### config.mk
export PLATFORM = sky130hd
export DESIGN_NAME = ex_muldiv_unit
export DESIGN_NICKNAME = d
export VERILOG_FILES = /design/src/rtl/ex_muldiv_unit.sv
export SDC_FILE = /design/constraint.sdc
export NUM_CORES = 1
export LEC_CHECK = 0
export ABC_AREA = 1
export CAP_MARGIN = 20
export CORE_MARGIN = 8
export CORE_UTILIZATION = 30
export DETAILED_ROUTE_END_ITERATION = 7
export PLACE_DENSITY = 0.49
export SETUP_SLACK_MARGIN = 0.1
export SLEW_MARGIN = 20
export SYNTH_ARGS = -nofsm -noshare
export SYNTH_HDL_FRONTEND = slang
export SYNTH_SLANG_ARGS = --single-unit
### constraint.sdc
create_clock -name clock -period 2.7 [get_ports clock]
set_clock_uncertainty 0.15 [all_clocks]
set_input_delay 0.54 -clock clock [delete_from_list [all_inputs] [get_ports clock]]
set_output_delay 0.54 -clock clock [all_outputs]
set_load 0.02 [all_outputs]
### src/rtl/ex_muldiv_unit.sv
// ex_muldiv_unit: iterative signed WIDTH x WIDTH multiply / WIDTH / WIDTH divide
// for the EX stage. One shift-add or restoring subtract-shift step per cycle,
// followed by a single sign-correction cycle. Holds the pipeline via stall
// while an operation is in flight.
//
// Optional build macro: MULDIV_DIV0_EARLY_EXIT_EN
//   When defined, a divide by zero is resolved in the accept cycle and the
//   unit jumps straight to DONE (done in cycle 1). When undefined, a divide
//   by zero runs the full iterative latency and the results are forced in FIX.
//
// state  | meaning
// -------+-------------------------------------------------------------
// IDLE   | waiting for start; results hold their last value
// RUN    | one iteration per cycle; counter counts WIDTH-1 down to 0
// FIX    | sign correction / divide-by-zero forcing into result regs
// DONE   | done pulse; results valid; a new start is accepted here
module ex_muldiv_unit #(
    parameter int WIDTH = 16
) (
    input  logic             clock,
    input  logic             reset,
    input  logic             start,
    input  logic             op,
    input  logic [WIDTH-1:0] operand_a,
    input  logic [WIDTH-1:0] operand_b,
    output logic             busy,
    output logic             stall,
    output logic             done,
    output logic [WIDTH-1:0] result_lo,
    output logic [WIDTH-1:0] result_hi,
    output logic             div_by_zero
);

    localparam int CW = $clog2(WIDTH);

    typedef enum logic [1:0] {
        S_IDLE,
        S_RUN,
        S_FIX,
        S_DONE
    } state_t;

    state_t state, state_nx;

    logic             accept;
    logic             b_zero;
    logic             early_div0;

    logic             op_r;
    logic             sign_a;
    logic             sign_b;
    logic             div0_r;
    logic [WIDTH-1:0] mag_a;
    logic [WIDTH-1:0] mag_b;
    logic [WIDTH-1:0] p_hi;
    logic [WIDTH-1:0] p_lo;
    logic [CW-1:0]    count;

    logic [WIDTH-1:0]   abs_a;
    logic [WIDTH-1:0]   abs_b;
    logic [WIDTH:0]     mul_sum;
    logic [WIDTH:0]     div_shift;
    logic [WIDTH:0]     div_diff;
    logic               div_ge;
    logic [2*WIDTH-1:0] prod_fix;
    logic [WIDTH-1:0]   quot_fix;
    logic [WIDTH-1:0]   rem_fix;
    logic [WIDTH-1:0]   a_raw;

    assign b_zero = (operand_b == '0);
    assign abs_a  = operand_a[WIDTH-1] ? -operand_a : operand_a;
    assign abs_b  = operand_b[WIDTH-1] ? -operand_b : operand_b;

`ifdef MULDIV_DIV0_EARLY_EXIT_EN
    assign early_div0 = accept & op & b_zero;
`else
    assign early_div0 = 1'b0;
`endif

    // Iteration datapath: p_lo starts as |a|; for multiply it is the shifting
    // multiplier and low product half, for divide it shifts dividend bits out
    // and quotient bits in. p_hi is the high product half or the remainder.
    assign mul_sum   = {1'b0, p_hi} + (p_lo[0] ? {1'b0, mag_b} : {(WIDTH+1){1'b0}});
    assign div_shift = {p_hi, p_lo[WIDTH-1]};
    assign div_ge    = (div_shift >= {1'b0, mag_b});
    assign div_diff  = div_shift - {1'b0, mag_b};

    // Sign correction; remainder follows the dividend, quotient truncates to zero.
    assign prod_fix = (sign_a ^ sign_b) ? -{p_hi, p_lo} : {p_hi, p_lo};
    assign quot_fix = (sign_a ^ sign_b) ? -p_lo : p_lo;
    assign rem_fix  = sign_a ? -p_hi : p_hi;
    assign a_raw    = sign_a ? -mag_a : mag_a;

    // State register.
    always_ff @(posedge clock) begin
        if (reset) begin
            state <= S_IDLE;
        end else begin
            state <= state_nx;
        end
    end

    // Next-state and handshake outputs.
    always_comb begin
        state_nx = state;
        busy     = (state == S_RUN) || (state == S_FIX);
        done     = (state == S_DONE);
        accept   = start & ~busy;
        stall    = (start & ~busy) | busy;
        case (state)
            S_IDLE: begin
                if (start) state_nx = early_div0 ? S_DONE : S_RUN;
            end
            S_RUN: begin
                if (count == '0) state_nx = S_FIX;
            end
            S_FIX: begin
                state_nx = S_DONE;
            end
            S_DONE: begin
                if (start) state_nx = early_div0 ? S_DONE : S_RUN;
                else       state_nx = S_IDLE;
            end
            default: state_nx = S_IDLE;
        endcase
    end

    // Operand capture, iteration steps and result registers.
    always_ff @(posedge clock) begin
        if (reset) begin
            op_r        <= 1'b0;
            sign_a      <= 1'b0;
            sign_b      <= 1'b0;
            div0_r      <= 1'b0;
            mag_a       <= '0;
            mag_b       <= '0;
            p_hi        <= '0;
            p_lo        <= '0;
            count       <= '0;
            result_lo   <= '0;
            result_hi   <= '0;
            div_by_zero <= 1'b0;
        end else if (accept) begin
            op_r        <= op;
            sign_a      <= operand_a[WIDTH-1];
            sign_b      <= operand_b[WIDTH-1];
            div0_r      <= op & b_zero;
            mag_a       <= abs_a;
            mag_b       <= abs_b;
            p_hi        <= '0;
            p_lo        <= abs_a;
            count       <= CW'(WIDTH - 1);
            div_by_zero <= 1'b0;
`ifdef MULDIV_DIV0_EARLY_EXIT_EN
            if (early_div0) begin
                result_lo   <= '1;
                result_hi   <= operand_a;
                div_by_zero <= 1'b1;
            end
`endif
        end else if (state == S_RUN) begin
            if (count != '0) count <= count - CW'(1);
            if (!op_r) begin
                p_hi <= mul_sum[WIDTH:1];
                p_lo <= {mul_sum[0], p_lo[WIDTH-1:1]};
            end else begin
                p_hi <= div_ge ? div_diff[WIDTH-1:0] : div_shift[WIDTH-1:0];
                p_lo <= {p_lo[WIDTH-2:0], div_ge};
            end
        end else if (state == S_FIX) begin
            if (!op_r) begin
                result_lo <= prod_fix[WIDTH-1:0];
                result_hi <= prod_fix[2*WIDTH-1:WIDTH];
            end else if (div0_r) begin
                result_lo   <= '1;
                result_hi   <= a_raw;
                div_by_zero <= 1'b1;
            end else begin
                result_lo <= quot_fix;
                result_hi <= rem_fix;
            end
        end
    end

endmodule

After elaboration in Yosys (flattened, before gate mapping)
Index checks and enable logic that the tools add are counted.
{"block": "op_classes", "add_sub_neg": 9, "n_lt_le_gt_ge": 1, "eq_ne": 5, "muxes": 23, "bitwise_logic": 7, "reduce_logical": 12}
{"operator": "16-bit 2-to-1 mux", "count": 15}
{"operator": "16-bit negator", "count": 5}
{"operator": "32-bit 2-to-1 mux", "count": 1}
{"operator": "32-bit negator", "count": 1}
{"operator": "16-bit by 16-bit adder with 17-bit output", "count": 1}
{"operator": "17-bit by 16-bit greater-or-equal comparator with 1-bit output", "count": 1}
{"operator": "16-bit logical NOT", "count": 1}
{"operator": "16-bit subtractor", "count": 1}
{"operator": "4-bit 2-to-1 mux", "count": 3}
{"operator": "2-bit case mux with 4 select lines", "count": 1}
{"operator": "2-bit == test, second input constant", "count": 2}
{"operator": "4-bit logical NOT", "count": 1}
{"operator": "2-bit 2-to-1 mux", "count": 2}
{"operator": "2-bit AND reduction", "count": 2}
{"operator": "4-bit AND reduction", "count": 1}
{"operator": "2-bit nonzero test", "count": 2}
{"operator": "4-bit nonzero test", "count": 1}
{"operator": "4-bit by 1-bit subtractor with 4-bit output, second input constant", "count": 1}
{"operator": "1-bit inverter", "count": 3}
{"operator": "3-bit AND reduction", "count": 1}
{"operator": "1-bit bitwise AND", "count": 2}
{"operator": "2-bit by 1-bit == test with 1-bit output, second input constant", "count": 1}
{"operator": "2-bit logical NOT", "count": 1}
{"operator": "2-bit by 1-bit != test with 1-bit output, second input constant", "count": 1}
{"operator": "other kinds (6)", "count": 6}
{"block": "word_totals", "ff_bits": 107, "inputBits": 36, "output_inout_bits": 36, "wordCells": 70}

Depth between registers and ports, before layout
{"block": "depth", "ltp_word": 6, "mapped_depth": 17, "mapped_depth_nobuf": 16}

Least setup slack after synthesis
Ideal clock, no wire load.
{"block": "synth_path", "path_kind": "reg2reg", "start": "reg p_lo[0]", "end": "reg p_hi[6]", "setup_ns": 0.122, "t_arrival_ns": 1.945, "required_time_ns": 2.428, "slack_ns": 0.483, "path_stages_with_launch": 13, "n_path_buf": 2, "period_less_slack_ns": 2.217, "cell_sequence": "dfxtp_1 > buf_2 > buf_1 > nand2_1 > inv_1 > ha_1 > a21oi_1 > nand3_1 > or2_2 > nand3_1 > nand2_1 > inv_1 > a21oi_1"}
{"block": "synth_via", "elab_chain_cells": 3}
{"element": "start, declared", "line_no": "56", "text": "logic [WIDTH-1:0] p_lo;"}
{"element": "start signal, assigned", "line_no": "151", "text": "p_lo <= abs_a;"}
{"element": "start signal, assigned", "line_no": "165", "text": "p_lo <= {mul_sum[0], p_lo[WIDTH-1:1]};"}
{"element": "start signal, assigned", "line_no": "168", "text": "p_lo <= {p_lo[WIDTH-2:0], div_ge};"}
{"element": "16-bit 2-to-1 mux", "line_no": "83", "text": "assign mul_sum = {1'b0, p_hi} + (p_lo[0] ? {1'b0, mag_b} : {(WIDTH+1){1'b0}});"}
{"element": "16-bit by 16-bit adder with 17-bit output", "line_no": "83"}
{"element": "16-bit 2-to-1 mux", "line_no": "163", "text": "if (!op_r) begin"}
{"element": "end signal, assigned", "line_no": "164", "text": "p_hi <= mul_sum[WIDTH:1];"}
{"element": "end signal, assigned", "line_no": "167", "text": "p_hi <= div_ge ? div_diff[WIDTH-1:0] : div_shift[WIDTH-1:0];"}
{"element": "end, declared", "line_no": "55", "text": "logic [WIDTH-1:0] p_hi;"}
No other way between the ends.
A chain may end at the register's enable or synchronous reset.

Final worst setup path
{"block": "layout_path", "start": "reg p_lo[0]", "end": "reg p_hi[11]"}
The elaborated chain is that of the path after synthesis.

==> out/results.md <==
Synth
- dfxtp_1 — library cell occupying the most area in the post-synthesis netlist
- 0 — number of synthesized flops with an enable pin
- nand2_1 (369), inv_1 (231), nand3_1 (163) — list of most frequent post-synthesis cells
- nand2_1 — cell with the most instances after synthesis
- dfxtp_1 — predominant post-synthesis flop cell
- 107 — number of flip-flops and latches in the synthesized netlist
- 0.240 — Seq/Total Area, Yosys
- 46 — distinct cell type count after synthesis
- 0.240 — share of Yosys cell area claimed by the top area cell type
- dfxtp_1 (24%), nand2_1 (16%), inv_1 (9.7%) — synth top area cells
- 8930 um2 — synthesized area
- 1496 — Post-Synthesis Cells
- 0 — count of yosys warnings during synthesis
- 0 — fraction of synthesis flops using an asynchronous set or reset pin
- 1578 — Post-Synthesis Net Count
- 5.97 um2 — mean instance size in the synthesized netlist

Critical path
- register — endpoint class of the critical path
- p_lo[0]$_SDFFE_PP0P_ — launch instance of the worst register-to-register path
- p_hi[11]$_SDFFE_PP0P_ — Crit Reg-Reg Endpoint
- 14 — depth of the worst register-to-register path
- 2810 ps — Crit path required time
- simple AND/OR/NAND/NOR gates — gate family responsible for the most delay along the worst path
- nand2_1 — crit-path most repeated cell
- 6 — worst-path maximum fanout
- nand2_1, inv_1, ha_1, fa_1, nand3_1, nand2_1, nand2_1, nand2_1, nand3_1, nand2_1, nand2_1, nand3_1, nand3_1, a21oi_1 — CP cell instances
- reg2reg — kind of critical path
- 2530 ps — arrival time worst endpoint
- 430 ps — maximum cell stage delay along the critical path
- fa_1 — worst-path cell with the longest stage delay
- 280 ps — worst reg2reg setup slack
- 14 — CP Depth
- register — startpoint type of the worst setup path
- 1 — number of buffer and inverter instances along the worst setup path

Routing
- 5 — total iterations of the first detailed-routing run
- 9865 — routed via count
- 33300 um — Routed WL
- 825 — DRC marker count from the first detailed-route iteration
- 4.99 — post-detailed-route via-to-cell ratio
- 0 — remaining number of nets flagged by the antenna check after routing
- 0 — post-detailed-route DRC marker count
- 16.8 um — Wirelength per Cell

Final layout
- 1664 — nets@finish
- 5660 um2 — area of the multi-input gates
- 19.7% — signed area change from the synthesized netlist to the final layout
- 2140 um2 — Sequential Area
- 0 — final antenna diode count
- 0.0718 — share of layout cells above drive strength 1
- 3305 — fillers

Pwr
- 5.16 nW — static power due to leakage
- 1090 nW/um2 — power density of the placed cells
- 0.466 mV — worst vdd rail ir drop

Clock network
- 3 — level count of the clock H-tree
- clkbuf_16 — cell at the root of the clock tree
- built — clock tree from TritonCTS
- 9 — clock buffer count from CTS
- 2 — Clock Tree Buf Depth
- 0 — hold-fix buffer count after cts
- 0 — post-CTS setup buffer count
- 107 — clock sink count
- 90 ps — clk slew on worst S/H paths
- 370 ps — source-to-sink clock delay at the later pin of the worst-skew pair

Global routing
- 0.184 — global routing usage summed across all routing layers
- 54 — largest net degree at the start of global routing
- 9268 — number of global-route vias before repair
- 52400 um — global-route wire length before repair
- 0 — overflow left after global routing
- 0 — number of antenna violations at the first check in global routing

STA
- 0 ps — setup TNS after final layout
- 338 ps — minimum hold slack
- 284 ps — final worst setup slack
- 0 — Max Slew Vio Count
- 0.414 GHz — highest clock frequency the design can meet
- 0 — number of failing hold endpoints at the final stage
- no — RSZ-0062 raised after global routing
- 0 — final-report setup violation count
- 0.551 — Worst slew margin
- 667 ps — Worst Tran Pin Value
- 2420 ps — Final min period
- 0.895 — crit share post-route

Floorplan
- 35500 um2 — area of the die
- 189 um — die width
- 72 — number of top-level pins
- 63 — row count
- 29500 um2 — area of the core
- 0.303 — effective utilization at floorplan
- 189 um — Vert. Die Dim

Min path
- reg2reg — Hold/Removal Path Class
- count[1]$_SDFFE_PP0P_ — worst min-delay path startpoint
- count[1]$_SDFFE_PP0P_ — Hold Path End
- 2 — number of cells on the worst hold path

Place
- 26700 um — placed wire-length estimate
- 71 — number of I/O port buffers
- 0.872 — routability congestion estimate
- 141 ps — worst slack, placed

Flow run
- 0 — count of max-cap constraint violations

Outcome
- finished, final reports clean — run status

sequential cells by signal, summed over array words and instances (netlist names):
signal / count
mag_a: 16
div0_r: 1
sign_b: 1
p_hi: 16
count: 4
div_by_zero: 1
result_lo: 16
mag_b: 16
sign_a: 1
p_lo: 16
state: 2
op_r: 1
result_hi: 16
tightest hold or removal path, stage by stage, from the launching register on:
cell,delay [ps]
dfxtp_1,330
nand2_1,60
a21oi_1,60
layout by cell type, fill, tap and decap left out, drive strengths merged, types with 2 or more instances in the layout:
cell	Yosys	final
a31oi	24	24
o211ai	23	23
o21bai	4	4
o32ai	3	3
clkbuf	32	10
xnor2	7	7
nand3b	3	3
xor2	15	15
inv	238	241
buf	21	57
nand3	164	164
or2	6	6
a21oi	105	105
clkdlybuf4s50	0	69
o31ai	2	2
o21ai	127	127
clkinv	2	5
ha	44	44
o221ai	7	7
nand2	376	376
and2	5	5
dfxtp	107	107
fa	2	2
nor2	116	116
nand4	17	17
o22ai	22	22
nor3	21	21
area by class of cell:
| type | instances | share of cell area |
|---|---|---|
| multi-input combinational | 1096 | 0.529 |
| sequential | 107 | 0.201 |
| timing repair buffer | 128 | 0.111 |
| tap | 390 | 0.0456 |
| clock buffer | 10 | 0.0224 |
| clock inverter | 6 | 0.00632 |
| inverter | 240 | 0.0845 |
report_power, final:
| group | internal, mW | leakage [nW] | switching (mW) | total [mW] |
|---|---|---|---|---|
| Combinational | 2.64 | 4.13 | 5.00 | 7.64 |
| Clock | 0.682 | 0.150 | 0.729 | 1.41 |
| Sequential | 2.08 | 0.879 | 0.493 | 2.57 |
how the worst max path moves through the flow:
stage,from,to,slack (ps)
floorplan,p_lo[0]$_SDFFE_PP0P_,p_hi[6]$_SDFFE_PP0P_,480
finish,p_lo[0]$_SDFFE_PP0P_,p_hi[11]$_SDFFE_PP0P_,280
global placement,operand_a[0],p_lo[14]$_SDFFE_PP0P_,200
CTS,state[0]$_SDFFE_PP0P_,busy,140
detailed placement,operand_a[0],p_lo[12]$_SDFFE_PP0P_,140
global route,p_hi[0]$_SDFFE_PP0P_,p_hi[8]$_SDFFE_PP0P_,100
timing repair:
item / 4_1_cts / 5_1_grt
endpoints found under the setup margin: 1 / 10
resized for setup: 1 / 3
pin swaps: 0 / 0
logic make-up (layout without fill, tap and decap cells):
logic type	after synthesis	after routing	share of synthesized area
and+or+nand+nor	709	709	0.345
AOI/OAI and AO/OA	319	319	0.201
buffers and inverters	293	384	0.127
DFF	107	107	0.240
adders and majority gates	46	46	0.0661
xor gates and xnor gates	22	22	0.0216
routing by layer:
layer  vias up  part of all wire  track usage
li1       5093                 -            -
met1      4448              0.50        0.269
met2       294              0.41        0.271
met3        30             0.069       0.0327
met4         0             0.017       0.0493
met5         -                 0            0
through the flow:
step           utilization  instances  power (mW)  instance area (um2)
3_5_place_dp         0.352       1961        10.2                10400
4_1_cts              0.362       1977        11.6                10700
6_report             0.363       1977        11.6                10700
2_1_floorplan            -       1496        7.69                 8930
3_3_place_gp         0.352       1961        10.2                10400
5_1_grt              0.363       1977        12.7                10700
(Power assumes the default switching activity.)
==> variant 1: new RTL, config.mk and constraints unchanged <==
Encoding of `state_t`: now one-hot (4 bits for 4 states).
--- a/src/rtl/ex_muldiv_unit.sv
+++ b/src/rtl/ex_muldiv_unit.sv
@@ -33,11 +33,11 @@
 
     localparam int CW = $clog2(WIDTH);
 
-    typedef enum logic [1:0] {
-        S_IDLE,
-        S_RUN,
-        S_FIX,
-        S_DONE
+    typedef enum logic [3:0] {
+        S_IDLE = 4'b0001,
+        S_RUN  = 4'b0010,
+        S_FIX  = 4'b0100,
+        S_DONE = 4'b1000
     } state_t;
 
     state_t state, state_nx;
Function: same outputs for any inputs over 10 cycles, from zero or initial values and one cycle with reset high; not proved beyond that.
==> variant 1 against the original RTL <==
Critical path depth down 11. Final area up 0.66%. Cell count barely moved. Worst setup slack worse by 0.037 ns. Hold slack improved by 0.0060 ns. Die area is 1.4% higher. Highest routed layer unchanged. Critical path type is now flip-flop to primary output. Sequential cell count up 2. Maximum frequency fell by 1.5%. Wire length grew 0.38%. Area after synthesis grew 1.5%.
Power is not compared: it rests on default switching activity, and its combinational part moved more than twofold at a synthesized area within 25%.
==> variant 1: results (changes against the original RTL) <==
The instance area at placement is 10400 um2 (+0.39%). The met3 global-route usage was 0.0211 (-0.0117); the count of different cell masters after synthesis was 51 (+11%). The met1 demand-to-capacity share in global routing is 0.265 (-0.00368), and the maximum single-stage delay on the critical path is 0.61 ns (+0.18 ns).

Yosys attributes the largest share of cell area to sky130_fd_sc_hd__dfxtp_1, sky130_fd_sc_hd__nand2_1, sky130_fd_sc_hd__inv_1, sky130_fd_sc_hd__o21ai_0, sky130_fd_sc_hd__nand3_1. The tools report the final weighted congestion in routability-driven placement as 0.918 (+5.2%). The startpoint identified for the worst hold timing path is count[3]. The run gives 1659 (-0.30%) as the number of nets in the layout. The logs give 14300 um (+4.3%) for the routed length on met2 and 841 (+1.9%) for the number of design-rule violations left by the first detailed-router iteration. The run gives 9383 (+1.2%) as the via count of the first global-routing pass. The tools report the first-pass GRT wire length as 52900 um (+1.0%).

The post-route worst setup slack is 0.247 ns (-0.0370 ns), and the final hold slack is 0.344 ns (+0.00604 ns). Tracing the worst setup path back leads to its startpoint at state[2]. The area share of xor/xnor cells in the synthesized design is 0.0376 (+0.0160), and the slew of the pin with the lowest slew margin is 0.666 ns (-0.000856 ns). The total wirelength of the detailed-routed design is 33400 um (+0.38%).

The tools report the worst IR drop on VDD as 0.341 mV. The post-synthesis compound-gate area fraction works out to 0.196 (-0.00460). The pin count of the biggest net entering global routing is 60 (+11%), and the worst-path maximum fanout is 4 (-2). Reg-to-reg critical path endpoint: p_hi[2].

The tools report the half-perimeter wire length after placement as 26500 um (-0.83%). The routed length on met1 came out at 16700 um (+0.32%). The run finished with clean final reports. In this run the worst setup path terminates at done.

The worst register-to-register path begins at mag_b[7]. Number of vias per cell: 4.96 (-0.53%). For the post-cts sizing count, the log shows 0 (-1). The leakage power was 5.27 nW; the sequential-to-total area share from yosys stat was 0.241 (+0.000908).

The post-synthesis share of cell area spent on full adders, half adders and majority gates was 0.0569 (-0.00925). The commonest cells after synthesis are sky130_fd_sc_hd__nand2_1, sky130_fd_sc_hd__inv_1, sky130_fd_sc_hd__o21ai_0. The met2 routing resource usage after global routing is 0.285 (+0.0134), and the worst reg2reg path depth is 15 (+1). The number of nets produced by synthesis is 1580 (+0.13%).

The fraction of final layout cells with drive strength greater than 1 is 0.0800 (+0.00814), and the worst path arrival time is 1.76 ns (-0.77 ns). Cell type group with the largest total delay on the critical path: buffers and inverters. Routed length per instance: 16.9 um (+0.32%). The wire length on met3 came out at 1610 um (-30%). The placed cell count was 1962 (+0.051%). The worst-case hold path end point is count[3]. For the count of fill cells added during filler insertion, the log shows 3303 (-0.061%).
==> variant 1: changes by cell type after synthesis, sizes merged, moves of 5 or more <==
cell / before / now
a21oi: 105 / 113
nand3: 164 / 135
xor2: 15 / 27
nor2: 116 / 139
clkbuf: 32 / 27
ha: 44 / 38
inv: 238 / 224
a31oi: 24 / 16
o22ai: 22 / 13
buf: 21 / 32
o21ai: 127 / 144
==> variant 1: power by group through the flow <==
stage	Clock, mW	Combinational [mW]	Sequential, mW
after floorplan	0	0.909	1.78
after global placement	0	1.31	1.82
after detailed placement	0	1.31	1.82
after CTS	1.52	1.31	1.78
after global routing	1.58	1.48	1.79
final	1.47	1.32	1.78
==> variant 1: area by class of cell <==
type / instances / area, um2 / share of cell area
sequential: 109 / 2190 / 0.203
inverter: 226 / 851 / 0.0791
clock inverter: 7 / 103 / 0.00953
timing repair buffer: 127 / 1160 / 0.108
tap: 390 / 488 / 0.0453
clock buffer: 9 / 225 / 0.0209
multi-input combinational: 1110 / 5750 / 0.534
==> variant 2: new RTL, config.mk and constraints unchanged <==
Without the edit above. The option `MULDIV_DIV0_EARLY_EXIT_EN` is turned on by a define.
--- a/src/rtl/ex_muldiv_unit.sv
+++ b/src/rtl/ex_muldiv_unit.sv
@@ -14,6 +14,8 @@
 // RUN    | one iteration per cycle; counter counts WIDTH-1 down to 0
 // FIX    | sign correction / divide-by-zero forcing into result regs
 // DONE   | done pulse; results valid; a new start is accepted here
+`define MULDIV_DIV0_EARLY_EXIT_EN
+
 module ex_muldiv_unit #(
     parameter int WIDTH = 16
 ) (
Formal check against the unedited RTL: not equivalent (Yosys sat finds a counterexample within 4 cycles, from zero or initial values and one cycle with reset high).
==> variant 2 against the original RTL <==
Sequential power rose by 5%. Total power rose by 12%. Final area rose by 2.3%. Non-clock buffer count rose by 13. Sequential cell count did not move. Wire length rose by 0.12%. Count of clock-buffer cells in the layout fell by 1. Global-route usage fell by 0.17 points. Worst setup slack got worse by 0.074 ns. Hold slack got worse by 0.0054 ns. Area after synthesis rose by 1.7%. First-iteration DRC count fell by 2.5%. Cell count rose by 0.30%. Highest routed layer unchanged.
==> variant 2: results (changes against the original RTL) <==
The run finished with clean final reports. The logs give 1117 (+1.9%) for the number of combinational gates with multiple inputs and 45 (-17%) for the pin count of the biggest net entering global routing. The fraction of standard cell area in multi-input logic was 0.536 (+0.00689). The tools report the met1 demand-to-capacity share in global routing as 0.269 (about the same). Worst-case hold path end point: result_hi[12]. For the number of nets in the layout, the log shows 1669 (+0.30%).

The summed instance area of the synthesized netlist is 9080 um2 (+1.7%). The total track usage came out at 0.182 (-0.00173). The logs give 1491 (-0.33%) for the post-synthesis cell count and 1.80 ns (-0.73 ns) for the worst path arrival time.

The post-placement setup slack was 0.0396 ns (-0.102 ns); the via count was 10000 (+1.7%). Placed cell count: 1967 (+0.31%). The proportion of final cell area spent on non-clock buffers was 0.121 (+0.00963); the sequential cell area was 2140 um2 (about the same).

The run gives 52600 um (+0.44%) as the first-pass GRT wire length. Worst IR drop on VDD: 0.480 mV (+3.0%). Tracing the worst setup path back leads to its startpoint at state[0].

The half-perimeter wire length after placement came out at 26800 um (+0.37%). The tools report the net switching power as 7.05 mW (+13%). The buffer count excluding the clock tree in the final layout works out to 141 (+10%). The logs give 0.272 (+0.000671) for the met2 routing resource usage after global routing and 0.236 (-0.00410) for the sequential-to-total area share from yosys stat.

The final hold slack came out at 0.333 ns (-0.00542 ns). Ranked by total cell area, the synthesized netlist is headed by sky130_fd_sc_hd__dfxtp_1, sky130_fd_sc_hd__nand2_1, sky130_fd_sc_hd__nand3_1, sky130_fd_sc_hd__inv_1, sky130_fd_sc_hd__a21oi_1. The slew of the pin with the lowest slew margin is 0.596 ns (-0.0708 ns). The routed length per instance is 16.8 um (-0.18%). Reg-to-reg critical path endpoint: div_by_zero.

The number of nets produced by synthesis was 1572 (-0.38%); the wire length on met3 was 2130 um (-7.6%). The logs give 0.909 (+4.2%) for the final weighted congestion in routability-driven placement and 49 (+6.5%) for the count of different cell masters after synthesis. The fraction of area in clock buffers and inverters is 0.0292 (+0.000501), and the number of vias per cell is 5.06 (+1.4%). The number of non-clock inverters in the layout works out to 212 (-12%). The startpoint of the lowest-slack hold path was result_hi[12].

Via count of the first global-routing pass: 9341 (+0.79%). The run gives 0.0262 (-0.00654) as the met3 global-route usage. The fraction of final layout cells with drive strength greater than 1 is 0.0979 (+0.0261).
-- variant 2: cell types whose count changed after synthesis, moves of 11 or more --
cell | unedited run | this run
sky130_fd_sc_hd__inv_1 | 231 | 200
sky130_fd_sc_hd__o21ai_1 | 2 | 30
sky130_fd_sc_hd__o21ai_0 | 123 | 96
sky130_fd_sc_hd__nand2_1 | 369 | 349
sky130_fd_sc_hd__nand3_1 | 163 | 176
sky130_fd_sc_hd__a21oi_1 | 102 | 114
sky130_fd_sc_hd__nand3_2 | 1 | 12
-- variant 2: what timing repair did --
item                       CTS  global route
pin swaps                    0             0
gates resized for setup      2             2
gates cloned                 0             0
setup endpoints to repair    2             5
-- variant 2: worst max-delay path by stage --
stage | endpoint | slack, ns
6_report | busy | 0.21
3_5_place_dp | result_hi[10] | 0.04
5_1_grt | p_hi[14] | 0.11
4_1_cts | busy | 0.18
3_3_place_gp | div_by_zero | 0.06
2_1_floorplan | p_hi[15] | 0.42
-- variant 2: power groups by stage --
stage | Clock, mW | Combinational (mW) | Sequential, mW
final | 1.44 | 8.91 | 2.71
after global routing | 1.53 | 9.93 | 2.79
after CTS | 1.48 | 8.85 | 2.70
after detailed placement | 0 | 8.82 | 2.73
after global placement | 0 | 8.79 | 2.74
after floorplan | 0 | 5.82 | 2.81
-- variant 2: critical path, stage by stage, from the launching register on --
cell and delay [ns]:
sky130_fd_sc_hd__dfxtp_2 0.39, sky130_fd_sc_hd__inv_1 0.09, sky130_fd_sc_hd__ha_1 0.33, sky130_fd_sc_hd__clkdlybuf4s50_1 0.62
-- variant 2: logic make-up after synthesis --
group	share of synthesized area
fa+ha+maj	0.0636
simple gates	0.352
xor+xnor	0.0260
compound gates	0.203
buf+inv	0.120
flops	0.236
